[config.mk]
export PLATFORM = sky130hd
export DESIGN_NAME = spi_slave_mode_flat
export DESIGN_NICKNAME = d
export VERILOG_FILES = /design/src/rtl/spi_slave_mode_if.sv /design/src/rtl/spi_slave_mode.sv /design/src/flat_wrapper.sv
export SDC_FILE = /design/constraint.sdc
export NUM_CORES = 1
export LEC_CHECK = 0
export ABC_AREA = 1
export ABC_CLOCK_PERIOD_IN_PS = 1600
export BUFFER_PORTS_ARGS = -buffer_cell sky130_fd_sc_hd__buf_2
export CAP_MARGIN = 25
export CORE_MARGIN = 2
export CORE_UTILIZATION = 55
export DETAILED_ROUTE_END_ITERATION = 8
export MAX_ROUTING_LAYER = met4
export PLACE_DENSITY = 0.77
export SLEW_MARGIN = 10
export SYNTH_ARGS = -nofsm -noshare
export SYNTH_HDL_FRONTEND = slang
export SYNTH_SLANG_ARGS = --single-unit
[constraint.sdc]
create_clock -name clk -period 1.6 [get_ports clk]
set_input_delay 0.08 -clock clk [delete_from_list [all_inputs] [get_ports clk]]
set_output_delay 0.08 -clock clk [all_outputs]
set_load 0.01 [all_outputs]
[src/rtl/spi_slave_mode_if.sv]
// SPI slave bus bundle: serial pins, parallel tx/rx handshake and sticky status flags.
interface spi_slave_mode_if #(
  parameter int DATA_W = 8
);
  logic              sclk;
  logic              cs;
  logic              mosi;
  logic              miso;
  logic [DATA_W-1:0] tx_data;
  logic              tx_load;
  logic              tx_ready;
  logic [DATA_W-1:0] rx_data;
  logic              rx_valid;
  logic              rx_ack;
  logic              busy;
  logic              overrun;
  logic              underrun;

  modport slave (
    input  sclk, cs, mosi, tx_data, tx_load, rx_ack,
    output miso, tx_ready, rx_data, rx_valid, busy, overrun, underrun
  );

  modport master (
    output sclk, cs, mosi, tx_data, tx_load, rx_ack,
    input  miso, tx_ready, rx_data, rx_valid, busy, overrun, underrun
  );
endinterface

[src/rtl/spi_slave_mode.sv]
// SPI slave clocked entirely by clk: oversamples sclk/cs/mosi, single-word tx buffer,
// rx holding register with valid/ack handshake, sticky overrun/underrun flags.
module spi_slave_mode #(
  parameter int DATA_W    = 8,
  parameter int CPOL      = 0,
  parameter int CPHA      = 0,
  parameter int MSB_FIRST = 1
) (
  input logic             clk,
  input logic             rst,
  spi_slave_mode_if.slave bus
);
  localparam logic [0:0] IDLE   = 1'b0;
  localparam logic [0:0] ACTIVE = 1'b1;

  localparam int               CNT_W     = $clog2(DATA_W);
  localparam logic [CNT_W-1:0] LAST_BIT  = CNT_W'(DATA_W - 1);
  localparam logic             SCLK_IDLE = (CPOL != 0);
  localparam logic             CPHA_ON   = (CPHA != 0);
  localparam logic             MSB_ON    = (MSB_FIRST != 0);

  logic              sclk_p0, sclk_p1, sclk_p2;
  logic              cs_p0, cs_p1;
  logic              mosi_p0, mosi_p1;

  logic [0:0]        state;
  logic              armed;
  logic              skip_shift;
  logic [CNT_W-1:0]  bit_cnt;

  logic [DATA_W-1:0] tx_shift;
  logic [DATA_W-1:0] tx_buf;
  logic              tx_full;
  logic [DATA_W-1:0] rx_shift;
  logic [DATA_W-1:0] rx_data;
  logic              rx_valid;
  logic              overrun;
  logic              underrun;

  logic              lead_edge, trail_edge;
  logic              sample_edge, shift_edge;
  logic              word_done, word_start;
  logic [DATA_W-1:0] rx_next;

  // Stage p0/p1: two-flop synchronizers; p2 keeps the previous sclk for edge detection.
  // cs clears low so a cs held low through reset never reads as a fresh high-to-low.
  always_ff @(posedge clk) begin
    if (rst) begin
      sclk_p0 <= SCLK_IDLE;
      sclk_p1 <= SCLK_IDLE;
      sclk_p2 <= SCLK_IDLE;
      cs_p0   <= 1'b0;
      cs_p1   <= 1'b0;
      mosi_p0 <= 1'b0;
      mosi_p1 <= 1'b0;
    end else begin
      sclk_p0 <= bus.sclk;
      sclk_p1 <= sclk_p0;
      sclk_p2 <= sclk_p1;
      cs_p0   <= bus.cs;
      cs_p1   <= cs_p0;
      mosi_p0 <= bus.mosi;
      mosi_p1 <= mosi_p0;
    end
  end

  always_comb begin
    lead_edge   = (sclk_p1 != SCLK_IDLE) && (sclk_p2 == SCLK_IDLE);
    trail_edge  = (sclk_p1 == SCLK_IDLE) && (sclk_p2 != SCLK_IDLE);
    sample_edge = (state == ACTIVE) && !cs_p1 && (CPHA_ON ? trail_edge : lead_edge);
    shift_edge  = (state == ACTIVE) && !cs_p1 && (CPHA_ON ? lead_edge : trail_edge);
    word_done   = sample_edge && (bit_cnt == LAST_BIT);
    word_start  = ((state == IDLE) && !cs_p1 && armed) || word_done;
    rx_next     = MSB_ON ? {rx_shift[DATA_W-2:0], mosi_p1}
                         : {mosi_p1, rx_shift[DATA_W-1:1]};
  end

  // The first shift edge after a word start is swallowed: with CPHA=1 it is the edge that
  // presents bit 0, with CPHA=0 it is the trailing edge of the word that just finished.
  always_ff @(posedge clk) begin
    if (rst) begin
      state      <= IDLE;
      armed      <= 1'b0;
      skip_shift <= 1'b0;
      bit_cnt    <= '0;
    end else begin
      if (cs_p1) armed <= 1'b1;
      if (state == IDLE) begin
        if (word_start) begin
          state      <= ACTIVE;
          bit_cnt    <= '0;
          skip_shift <= CPHA_ON;
        end
      end else if (cs_p1) begin
        state      <= IDLE;
        bit_cnt    <= '0;
        skip_shift <= 1'b0;
      end else begin
        if (sample_edge) bit_cnt <= word_done ? '0 : bit_cnt + CNT_W'(1);
        if (word_done) skip_shift <= 1'b1;
        else if (shift_edge) skip_shift <= 1'b0;
      end
    end
  end

  // A load accepted in the same clk as a word start refills the buffer for the next word.
  always_ff @(posedge clk) begin
    if (rst) begin
      tx_shift <= '0;
      tx_buf   <= '0;
      tx_full  <= 1'b0;
      underrun <= 1'b0;
    end else begin
      if (word_start) begin
        tx_shift <= tx_full ? tx_buf : '0;
        tx_full  <= 1'b0;
        if (!tx_full) underrun <= 1'b1;
      end else if (shift_edge && !skip_shift) begin
        tx_shift <= MSB_ON ? (tx_shift << 1) : (tx_shift >> 1);
      end
      if (bus.tx_load && !tx_full) begin
        tx_buf  <= bus.tx_data;
        tx_full <= 1'b1;
      end
    end
  end

  // An ack landing with a completion keeps rx_valid set for the new word and is not an overrun.
  always_ff @(posedge clk) begin
    if (rst) begin
      rx_shift <= '0;
      rx_data  <= '0;
      rx_valid <= 1'b0;
      overrun  <= 1'b0;
    end else begin
      if (bus.rx_ack) rx_valid <= 1'b0;
      if ((state == ACTIVE) && cs_p1) begin
        rx_shift <= '0;
      end else if (sample_edge) begin
        rx_shift <= rx_next;
        if (word_done) begin
          rx_data  <= rx_next;
          rx_valid <= 1'b1;
          if (rx_valid && !bus.rx_ack) overrun <= 1'b1;
        end
      end
    end
  end

  assign bus.miso     = (state == ACTIVE) && (MSB_ON ? tx_shift[DATA_W-1] : tx_shift[0]);
  assign bus.tx_ready = !tx_full;
  assign bus.rx_data  = rx_data;
  assign bus.rx_valid = rx_valid;
  assign bus.busy     = (state == ACTIVE);
  assign bus.overrun  = overrun;
  assign bus.underrun = underrun;
endmodule

[src/flat_wrapper.sv]
// flat-port wrapper written by rule: the top's interface ports become plain ports
module spi_slave_mode_flat 
#(
  parameter int DATA_W    = 8,
  parameter int CPOL      = 0,
  parameter int CPHA      = 0,
  parameter int MSB_FIRST = 1
)
  (clk, rst, bus_sclk, bus_cs, bus_mosi, bus_tx_data, bus_tx_load, bus_rx_ack, bus_miso, bus_tx_ready, bus_rx_data, bus_rx_valid, bus_busy, bus_overrun, bus_underrun);
  spi_slave_mode_if #(.DATA_W(DATA_W)) bus_i ();
  input logic clk;
  input logic rst;
  input wire logic [$bits(bus_i.sclk)-1:0] bus_sclk;
  input wire logic [$bits(bus_i.cs)-1:0] bus_cs;
  input wire logic [$bits(bus_i.mosi)-1:0] bus_mosi;
  input wire logic [$bits(bus_i.tx_data)-1:0] bus_tx_data;
  input wire logic [$bits(bus_i.tx_load)-1:0] bus_tx_load;
  input wire logic [$bits(bus_i.rx_ack)-1:0] bus_rx_ack;
  output wire logic [$bits(bus_i.miso)-1:0] bus_miso;
  output wire logic [$bits(bus_i.tx_ready)-1:0] bus_tx_ready;
  output wire logic [$bits(bus_i.rx_data)-1:0] bus_rx_data;
  output wire logic [$bits(bus_i.rx_valid)-1:0] bus_rx_valid;
  output wire logic [$bits(bus_i.busy)-1:0] bus_busy;
  output wire logic [$bits(bus_i.overrun)-1:0] bus_overrun;
  output wire logic [$bits(bus_i.underrun)-1:0] bus_underrun;
  assign bus_i.sclk = bus_sclk;
  assign bus_i.cs = bus_cs;
  assign bus_i.mosi = bus_mosi;
  assign bus_i.tx_data = bus_tx_data;
  assign bus_i.tx_load = bus_tx_load;
  assign bus_i.rx_ack = bus_rx_ack;
  assign bus_miso = bus_i.miso;
  assign bus_tx_ready = bus_i.tx_ready;
  assign bus_rx_data = bus_i.rx_data;
  assign bus_rx_valid = bus_i.rx_valid;
  assign bus_busy = bus_i.busy;
  assign bus_overrun = bus_i.overrun;
  assign bus_underrun = bus_i.underrun;
  spi_slave_mode #(.DATA_W(DATA_W), .CPOL(CPOL), .CPHA(CPHA), .MSB_FIRST(MSB_FIRST)) u_core (.clk(clk), .rst(rst), .bus(bus_i));
endmodule
==> reports/results.ini <==
[flow_run]
cap_violations=0

[timing]
slew_viol_final=0
finalCritPeriodShare=0.904
hold_viol=0
rsz0062_at_grt=no
slew_headroom=0.683
whs_ns=0.0446
setup_viol=0
skew_ns=0.00981
layout_min_cycle_time_ns=1.45
setup_tns_ns=0
final.setup.worst_slack_ns=0.154
tightest_slew_ns=0.475
fmaxAchievable_mhz=691

[cts]
clockRootBuffer=clkbuf_4
cts_max_level=2
clkTransAtPathRegs_ns=0.14
cts_tree=built
cts_buffer_depth=2
clk_latency_ns=0.36
cts_buffers=5
cts.sinks=48

[critical_path]
crit_family=adder cells
slowest_stage=dfxtp_1
endpoint_kind=flip-flop
startpoint_type=flip-flop
crit_type=reg -> reg
crit_chain=ha_1 > ha_1 > nand3_4 > buf_4 > nand3_1 > nand2_1 > nor2_1 > nor2_1
path_buf_inv=1
required_ns=1.91
critPathArrivalTime_ns=1.75
critPathMaxStageDelay_ns=0.36
cp_max_fo=16

[power_and_ir_drop]
pwr-share-comb=0.101
switching_share=0.244
internal-power_mw=1.72
seqPwrFrac=0.562
power_density_mw_per_mm2=961
peakVddDrop_mv=0.793
power.net_switching_mw=0.554
clkPwrFrac=0.338
p_total_mw=2.27
p_leak_nw=1.13

[yosys]
synth_top_area_cell=dfxtp_1
synth-simple-area-share=0.306
synthTopCellsByArea=dfxtp_1, nor2_1, nand2_1, inv_1, o21ai_0
synthAdderAreaFrac=0.0128
synthArstFlopShare=0
yosysSeqAreaShare=0.491
synth-edff-count=0
synth_most_common_cell=nor2_1
synth_top_family_by_area=simple AND/OR/NAND/NOR gates
synthXorXnorAreaFrac=0
syn-cell-area_mm2=0.00196
avgSynthCellArea_um2=7.33
synthMuxAreaShare=0
synth_flop_cell=dfxtp_1
synthCells=267
ys_ff_latch=48
synth_top_area_frac=0.491
synth_fp_nets=284
yosys_warnings=0
synth_common_cells=nor2_1, nand2_1, dfxtp_1
yosys.cell_types.count=23
synth_compound_area_frac=0.100

[place]
dp_hpwl_um=2580
place.gp.congestion=0.792
portBuffers=28
place_ws_ns=0.112
dp_cells=337

[floorplanning]
io_pins=29
die_x_um=63.7
die_h_um=63.7
core_area_mm2=0.00339
start_util=0.578
std_cell_rows=21
die_area_mm2=0.00405

[layout]
area_growth_pct=20.8
antenna_cells=0
num-fill-cells=270
nets=328
seq_area_um2=961
drive_gt1_frac=0.170
layoutNonFillerInstCount=358
multi_input_area_um2=826

[drt]
viasPerCell=4.86
dr.pass1.iters=5
wirelength_um=3980
wl_per_cell_um=11.1
drc_errors=0
vias=1740
postRouteAntennaNets=0
drt-initial-drc-count=126

[global_route]
grt_pass1_vias=1497
grt_pass1_wl_um=6690
overflow=0
antenna_found_initial=0
grt_max_degree=18
grt_usage=0.218

[outcome]
status=completed

[min_path]
hold_path.class=in -> reg

-- path summary, 6_finish.rpt --
path / cells past startpoint / endpoint / from / slack [ns]
setup reg to reg: 8 / u_core.tx_shift[2] / u_core.bit_cnt[0] / 0.15
hold / removal: 3 / u_core.tx_buf[4] / bus_tx_data[4] / 0.04
setup / recovery: 8 / u_core.tx_shift[2] / u_core.bit_cnt[0] / 0.15
hold reg to reg: 2 / u_core.cs_p1 / u_core.cs_p0 / 0.41
-- cell usage in the layout (no fill, tap or decap) --
| cell type | n |
|---|---|
| nor2_8 | 1 |
| nor3_1 | 1 |
| clkinv_4 | 1 |
| buf_4 | 7 |
| a31oi_1 | 1 |
| ha_1 | 2 |
| clkbuf_8 | 1 |
| o21ai_0 | 19 |
| inv_1 | 33 |
| nand2_2 | 2 |
| nor2_1 | 57 |
| clkbuf_4 | 5 |
| nor2_2 | 1 |
| nand2_1 | 51 |
| nand3_2 | 2 |
| dfxtp_1 | 48 |
| nand3_1 | 9 |
| nand3_4 | 1 |
| nor2_4 | 2 |
| nand4_1 | 8 |
| o21ai_1 | 1 |
| inv_2 | 1 |
| bufinv_16 | 1 |
| a21oi_1 | 18 |
| buf_2 | 28 |
| dlygate4sd3_1 | 11 |
-- power by group through the flow --
stage | logic [mW] | registers (mW) | clock network [mW]
floorplan | 0.152 | 1.30 | 0
global placement | 0.198 | 1.30 | 0
detailed placement | 0.203 | 1.30 | 0
CTS | 0.224 | 1.28 | 0.777
global route | 0.259 | 1.28 | 0.832
finish | 0.228 | 1.28 | 0.768
-- registers in the layout (all words and copies together), names as in the netlist --
| register | flops |
|---|---|
| u_core.armed | 1 |
| u_core.bit_cnt | 3 |
| u_core.bus.busy | 1 |
| u_core.bus.overrun | 1 |
| u_core.bus.rx_data | 8 |
| u_core.bus.rx_valid | 1 |
| u_core.bus.underrun | 1 |
| u_core.cs_p0 | 1 |
| u_core.cs_p1 | 1 |
| u_core.mosi_p0 | 1 |
| u_core.mosi_p1 | 1 |
| u_core.rx_shift | 7 |
| u_core.sclk_p0 | 1 |
| u_core.sclk_p1 | 1 |
| u_core.sclk_p2 | 1 |
| u_core.skip_shift | 1 |
| u_core.tx_buf | 8 |
| u_core.tx_full | 1 |
| u_core.tx_shift | 8 |
-- per-stage QoR --
stage | area (um^2) | util
3_3_place_gp | 2140 | 0.633
6_report | 2360 | 0.698
2_1_floorplan | 1960 | -
3_5_place_dp | 2140 | 0.633
4_1_cts | 2340 | 0.692
5_1_grt | 2360 | 0.698
-- kinds of logic (layout without fill, tap and decap cells) --
family	Yosys count	count (layout)
AO/OA/AOI/OAI	39	39
flip-flops	48	48
AND/OR/NAND/NOR	135	135
buffers and inverters	43	88
adder cells (fa/ha/maj)	2	2
-- worst min-delay path, stage by stage --
cell and delay (ns):
buf_2 0.07, o21ai_0 0.10, nor2_1 0.12
-- per-layer routing --
metal | up-vias | routed length [um] | part of all wire | global-route usage
li1 | 924 | - | - | -
met1 | 758 | 2000 | 0.50 | 0.298
met2 | 56 | 1770 | 0.44 | 0.316
met3 | 2 | 190 | 0.048 | 0.0589
met4 | 0 | 21 | 0.0053 | 0.0652
met5 | - | 0 | 0 | -
-- what timing repair did --
item                       in CTS  in global routing
buffers inserted                0                  2
hold endpoints to repair       11                  0
setup endpoints to repair       0                  6
hold buffers                   11                  0
resized for setup               0                  1
-- area by class of cell --
class	count	share of cell area
repair buffers	46	0.128
multi-input cells	176	0.349
well taps	46	0.0243
clock inverters	2	0.0164
flip-flops and latches	48	0.406
inverters	34	0.0540
clock buffers	6	0.0217
Note: power is estimated with default switching activity, not from simulation.
